`src/rtl/simon_pkg.sv`:
```
// rtl/simon_pkg.sv - shared conditioner states, colour codes and one-hot encoder
package simon_pkg;

  typedef enum logic [1:0] {
    S_IDLE       = 2'd0,
    S_PRESS_DB   = 2'd1,
    S_HELD       = 2'd2,
    S_RELEASE_DB = 2'd3
  } cond_state_e;

  localparam logic [1:0] COL_0 = 2'd0;
  localparam logic [1:0] COL_1 = 2'd1;
  localparam logic [1:0] COL_2 = 2'd2;
  localparam logic [1:0] COL_3 = 2'd3;

  // True when exactly one button bit is set.
  function automatic logic is_onehot(input logic [3:0] v);
    return (v != 4'd0) && ((v & (v - 4'd1)) == 4'd0);
  endfunction

  // One-hot button pattern to colour code; callers only pass one-hot values.
  function automatic logic [1:0] encode_onehot(input logic [3:0] v);
    logic [1:0] code;
    case (v)
      4'b0001: code = COL_0;
      4'b0010: code = COL_1;
      4'b0100: code = COL_2;
      4'b1000: code = COL_3;
      default: code = COL_0;
    endcase
    return code;
  endfunction

endpackage

```
`src/rtl/bit_synchronizer.sv`:
```
// rtl/bit_synchronizer.sv - parameterised-width two-flop synchroniser
module bit_synchronizer #(
  parameter int WIDTH = 1
) (
  input  logic             clk,
  input  logic             reset,
  input  logic [WIDTH-1:0] d_i,
  output logic [WIDTH-1:0] q_o
);

  logic [WIDTH-1:0] meta_q;
  logic [WIDTH-1:0] sync_q;

  // Two flop stages; only the second stage is safe to use downstream.
  always_ff @(posedge clk) begin
    if (reset) begin
      meta_q <= '0;
      sync_q <= '0;
    end else begin
      meta_q <= d_i;
      sync_q <= meta_q;
    end
  end

  assign q_o = sync_q;

endmodule

```
`src/rtl/button_conditioner.sv`:
```
// rtl/button_conditioner.sv - synchronise, debounce and chord-filter the colour buttons
module button_conditioner
  import simon_pkg::*;
#(
  parameter int DEBOUNCE_CYCLES = 50000
) (
  input  logic       clk,
  input  logic       reset,
  input  logic       en,
  input  logic [3:0] btn_in,
  output logic       colour_valid,
  output logic [1:0] colour_code,
  output logic       multi_err,
  output logic       busy
);

  localparam int CNT_W = (DEBOUNCE_CYCLES > 1) ? $clog2(DEBOUNCE_CYCLES) : 1;
  localparam logic [CNT_W-1:0] CNT_LAST = CNT_W'(DEBOUNCE_CYCLES - 1);

  logic [3:0]       sync;
  cond_state_e      state_q, state_d;
  logic [CNT_W-1:0] cnt_q, cnt_d;
  logic [3:0]       cap_q, cap_d;
  logic             valid_q, valid_d;
  logic             err_q, err_d;
  logic [1:0]       code_q, code_d;

  bit_synchronizer #(.WIDTH(4)) u_sync (
    .clk   (clk),
    .reset (reset),
    .d_i   (btn_in),
    .q_o   (sync)
  );

  // State, counter, captured pattern and registered outputs.
  always_ff @(posedge clk) begin
    if (reset) begin
      state_q <= S_IDLE;
      cnt_q   <= '0;
      cap_q   <= '0;
      valid_q <= 1'b0;
      err_q   <= 1'b0;
      code_q  <= COL_0;
    end else begin
      state_q <= state_d;
      cnt_q   <= cnt_d;
      cap_q   <= cap_d;
      valid_q <= valid_d;
      err_q   <= err_d;
      code_q  <= code_d;
    end
  end

  // Next state: debounce press, emit one event, then wait out a debounced release.
  always_comb begin
    state_d = state_q;
    cnt_d   = cnt_q;
    cap_d   = cap_q;
    valid_d = 1'b0;
    err_d   = 1'b0;
    code_d  = code_q;
    case (state_q)
      S_IDLE: begin
        if (en && (sync != 4'd0)) begin
          cap_d   = sync;
          cnt_d   = '0;
          state_d = S_PRESS_DB;
        end
      end
      S_PRESS_DB: begin
        if (sync != cap_q) begin
          cnt_d   = '0;
          state_d = S_IDLE;
        end else if (!en) begin
          // Abandoned press still has to be released before the next one counts.
          state_d = S_HELD;
        end else if (cnt_q == CNT_LAST) begin
          if (is_onehot(cap_q)) begin
            valid_d = 1'b1;
            code_d  = encode_onehot(cap_q);
          end else begin
            err_d = 1'b1;
          end
          state_d = S_HELD;
        end else begin
          cnt_d = cnt_q + 1'b1;
        end
      end
      S_HELD: begin
        if (sync == 4'd0) begin
          cnt_d   = '0;
          state_d = S_RELEASE_DB;
        end
      end
      S_RELEASE_DB: begin
        if (sync != 4'd0) begin
          state_d = S_HELD;
        end else if (cnt_q == CNT_LAST) begin
          state_d = S_IDLE;
        end else begin
          cnt_d = cnt_q + 1'b1;
        end
      end
      default: state_d = S_IDLE;
    endcase
  end

  assign colour_valid = valid_q;
  assign multi_err    = err_q;
  assign colour_code  = code_q;
  assign busy         = (state_q != S_IDLE);

endmodule

```
`config.mk`:
```
export PLATFORM = sky130hd
export DESIGN_NAME = button_conditioner
export DESIGN_NICKNAME = d
export VERILOG_FILES = /design/src/rtl/simon_pkg.sv /design/src/rtl/bit_synchronizer.sv /design/src/rtl/button_conditioner.sv
export SDC_FILE = /design/constraint.sdc
export NUM_CORES = 1
export LEC_CHECK = 0
export ABC_AREA = 1
export BUFFER_PORTS_ARGS = -buffer_cell sky130_fd_sc_hd__buf_4
export CAP_MARGIN = 10
export CORE_MARGIN = 2
export CORE_UTILIZATION = 40
export DETAILED_ROUTE_END_ITERATION = 6
export PLACE_DENSITY = 0.67
export SYNTH_ARGS = -nofsm -noshare
export SYNTH_HDL_FRONTEND = slang
export SYNTH_SLANG_ARGS = --single-unit
```
`constraint.sdc`:
```
create_clock -name clk -period 1.9 [get_ports clk]
set_clock_uncertainty 0.2 [all_clocks]
set_input_delay 0.38 -clock clk [delete_from_list [all_inputs] [get_ports clk]]
set_output_delay 0.38 -clock clk [all_outputs]
set_load 0.05 [all_outputs]
```
# == Word-level counts from Yosys, hierarchy flattened ==
# Index checks and enable logic that the tools add are counted.
# op_classes
add_sub_neg,2
n_eq_ne,14
mux,18
bitwise,5
n_reduce_logical,13
# ops
cell,count
16-bit 2-to-1 mux,6
16-bit case mux with 4 select lines,1
"16-bit by 1-bit adder with 16-bit output, second input constant",1
"16-bit equality test, second input constant",1
2-bit 2-to-1 mux,7
4-bit logical NOT,2
2-bit case mux with 4 select lines,1
4-bit AND reduction,2
4-bit nonzero test,2
"2-bit inequality test, second input constant",3
"3-bit inequality test, second input constant",2
2-bit case mux with 3 select lines,1
5-bit AND reduction,1
5-bit OR reduction,1
4-bit AND,1
"2-bit equality test, second input constant",2
"4-bit by 2-bit equality test with 1-bit output, second input constant",1
"4-bit by 3-bit equality test with 1-bit output, second input constant",1
"4-bit equality test, second input constant",1
4-bit inequality test,1
"4-bit inequality test, second input constant",1
1-bit inverter,4
"4-bit by 1-bit subtractor with 4-bit output, second input constant",1
"2-bit by 1-bit equality test with 1-bit output, second input constant",1
5 further kinds,7
# word_totals
reg_bits,34
inputBits,7
out_inout_bits,5

# == Logic depth before layout (Yosys ltp) ==
# depth
depth_word,5
mapped_depth,11
mapped_depth_nobuf,11

# == By module ==
# Synthesis repeated with hierarchy kept, for this count alone.
# unflattened
cells_unflattened,312
area_unflattened_um2,2072.0
# by_module_without_submodules
mod,n_inst,cells_per_inst,area_each_um2,seq_area_each_um2
button_conditioner,1,287,1840.5,520.5
bit_synchronizer,1,25,231.5,160.2

# == Worst setup path before layout ==
# No wires, ideal clock.
# synth_timing
path_type,register to register
startpoint,reg state_q[0]
endpoint,reg state_q[0]
setup_ps,117
t_arrival_ps,1283
setup_slack_ps,300
path_stages_with_launch,7
path_buffers,1
synth_period_minus_slack_ps,1600
cell_sequence,dfxtp_1 > buf_4 > nor2_1 > inv_1 > a21oi_1 > nand3b_1 > a21oi_1
# synth_between
elab_chain_len,3
# synth_rtl
element,line,text
from (decl),button_conditioner.sv:21,"cond_state_e state_q, state_d;"
from (signal assigned),button_conditioner.sv:45,state_q <= state_d;
2-bit by 1-bit equality test with 1-bit output (tied with other cells),button_conditioner.sv:62,case (state_q)
4-bit inequality test (no line) (tied with other cells),--,
4-bit AND reduction (no line),--,
# Several ways; a longest one is shown, not always the timed one.
# A chain may end at the register's enable or synchronous reset.

# == Worst setup path in the final report ==
# layout_timing
startpoint,reg state_q[1]
endpoint,out busy
# layout_between
elab_chain_len,1
# layout_rtl
element,line,text
2-bit nonzero test,button_conditioner.sv:111,assign busy = (state_q != S_IDLE);
to (decl),button_conditioner.sv:14,output logic busy
# No other way between the ends.

==> impl_metrics.tcl <==
set metrics [dict create \
    r2r_slack_ns 0.14 \
    clockBufferDepth 2 \
    pwr-share-comb_pct 28.0 \
    timing.fmax_ghz 0.555 \
    routedWlPerCell_um 11.1 \
    drv_slew 0 \
    hpwl_um 2920 \
    clkTransAtPathRegs_ns 0.08 \
    period_needed_ns 1.80 \
    grt_pass1_vias 1556 \
    num_vias 1753 \
    drtIter0Drc 128 \
    end_kind "output pin" \
    nets 317 \
    wl_um 4010 \
    syn2layout_area_growth_pct 19.5 \
    cp-start-kind "flop" \
    grt_use_total_pct 17.2 \
    utilization_pct 50.2 \
    rows 24 \
    grt_max_degree 14 \
    grt_pass1_wl_um 6840 \
    clkLatencyLatePin_ns 0.29 \
    max-cap-violations 0 \
    grt_overflow 0 \
    antenna_found_initial 0 \
    critical_path_required_ns 1.32 \
    setup_violations 0 \
    critical_path_class "reg2out" \
    arrival_ns 1.22 \
    synth-seq-cells 34 \
    finalCritPeriodShare_pct 94.9 \
    finalHoldViolCount 0 \
    pwr-share-seq_pct 35.8 \
    place_congestion 0.916 \
    vias_per_cell 4.84 \
    avgSynthCellArea_um2 6.37 \
    seq_area_frac_synth_pct 37.0 \
    vdd_ir_drop_max_mv 0.593 \
    antennaDiodeCount 0 \
    cts_tree "yes" \
    multi_input_area_um2 1030 \
    cts_root_buf "clkbuf_8" \
    switching_share_pct 33.5 \
    status "finished clean" \
    power.density_nw_per_um2 1020 \
    fillers 436 \
    holdBufCountCts 0 \
    numCtsBuffers 5 \
    cts_htree_levels 2 \
    final-seq-area_um2 684 \
    worst_pin_slew_ns 0.399 \
    p_int_w 0.00150 \
    layout-drive-gt1-share_pct 17.4 \
    syn-num-nets 297 \
    core_area_um2 4380 \
    synth_area_um2 1840 \
    synthCells 289 \
    yosys_warnings 0 \
    drc 0 \
    cts.sinks 34 \
    dr.pass1.iters 4 \
    fin_setup_tns_ns 0 \
    num_io_pins 12 \
    post_dp_cell_area_um2 2000 \
    p_leak_nw 0.962 \
    final_area_um2 2200 \
    power_w 0.00225 \
    relSlewSlack_pct 73.4 \
    die_y_um 71.8 \
    critPathMaxFanout 6 \
    die_x_um 71.8 \
    io_buffers 11 \
    dieArea_um2 5160 \
    start_util_pct 42.0 \
    clkPwrFrac_pct 36.2 \
    worstHoldPathType "in2reg" \
    detail-route-antenna-nets 0 \
    switching_power_w 0.000753 \
    yosysUniqueCellTypes 24 \
]
sequential cells by signal, indices dropped and copies added, names as in the netlist:
name and cells:
cnt_q 16, cap_q 4, u_sync.meta_q 4, u_sync.q_o 4, colour_code 2, state_q 2
colour_valid 1, multi_err 1
critical path, stage by stage (launching register included):
cell and delay [ns]:
dfxtp_1 0.37, nor2_1 0.25, inv_1 0.10, buf_4 0.20
path summary, 6_finish.rpt:
path | startpoint | to | cells after the start
setup / recovery | state_q[1] | busy | 3
setup reg to reg | cnt_q[0] | cnt_q[1] | 8
hold / removal | btn_in[1] | u_sync.meta_q[1] | 3
hold reg to reg | u_sync.meta_q[0] | u_sync.q_o[0] | 2
through the flow:
step / setup slack (ns) / cells / hold slack (ns)
floorplan: 0.300 / 289 / 0.188
global placement: 0.0714 / 352 / 0.189
detailed placement: 0.0588 / 352 / 0.194
CTS: 0.0398 / 360 / 0.0774
global route: -0.00681 / 362 / 0.0863
finish: 0.0971 / 362 / 0.0886
layer usage:
metal / track usage (%) / share of wire (%)
met2: 26.9 / 45
met3: 4.22 / 3.4
met1: 22.7 / 50
met4: 6.92 / 1.8
met5: 0 / 0
power by group through the flow:
stage	clock (W)	combinational, W	sequential (W)
floorplan	0	0.000448	0.000803
global placement	0	0.000557	0.000819
detailed placement	0	0.000566	0.000820
CTS	0.000831	0.000570	0.000803
global route	0.000853	0.000705	0.000814
finish	0.000814	0.000630	0.000805
kinds of logic (layout without fill, tap and decap cells):
group           Yosys count  in the layout  synth area share [%]
compound gates           28             29                  8.50
fa+ha+maj                 1              1                 0.680
xor+xnor                  1              1                 0.476
simple gates            177            177                  43.2
flops                    34             34                  37.0
buf+inv                  48             68                  10.1
cells in the final DEF (no fill, tap or decap):
master | netlist | layout
nand3_2 | 0 | 2
clkbuf_8 | 0 | 5
nor2_4 | 3 | 3
o21bai_1 | 1 | 1
nand3_1 | 26 | 24
buf_4 | 1 | 15
inv_2 | 5 | 5
ha_2 | 0 | 1
inv_1 | 39 | 39
nand2_1 | 72 | 69
xor2_1 | 1 | 1
bufinv_16 | 0 | 2
dfxtp_2 | 0 | 3
inv_4 | 1 | 1
nand2_8 | 0 | 1
nor2_1 | 61 | 57
nand2_2 | 2 | 5
o31ai_1 | 1 | 1
a21oi_1 | 13 | 13
a21oi_4 | 1 | 2
nand3_4 | 3 | 3
nor2_2 | 1 | 5
nor3_1 | 2 | 2
dfxtp_1 | 34 | 31
nand3b_1 | 2 | 2
clkinv_4 | 0 | 1
nand4_1 | 4 | 4
o21ai_0 | 12 | 12
Yosys cell counts:
master,count,share of area (%)
nand3b_1,2,0.82
nor2_2,1,0.34
a21oi_4,1,0.88
nor3_1,2,0.54
nor2_1,61,12
inv_1,39,8.0
clkbuf_1,2,0.41
o31ai_1,1,0.41
nand4_1,4,1.4
o21bai_1,1,0.41
inv_2,5,1.0
buf_4,1,0.41
nand2_1,72,15
dfxtp_1,34,37
ha_1,1,0.68
nand3_1,26,7.1
inv_4,1,0.34
nand2_2,2,0.68
nand3_4,3,2.9
nor2_4,3,1.8
a21oi_1,13,3.5
nand2_4,1,0.61
xor2_1,1,0.48
o21ai_0,12,3.3
final cells by class:
type,instances,area share [%]
clock buffers,5,3.13
clock inverters,3,3.13
inverters,45,7.79
multi-input cells,208,46.8
flip-flops and latches,34,31.1
well taps,52,2.96
repair buffers,15,5.12
timing repair:
item                                    4_1_cts  5_1_grt
endpoints found under the setup margin        0       18
setup buffers                                 0        1
gates resized for setup                       0       15
(Power assumes the default switching activity.)
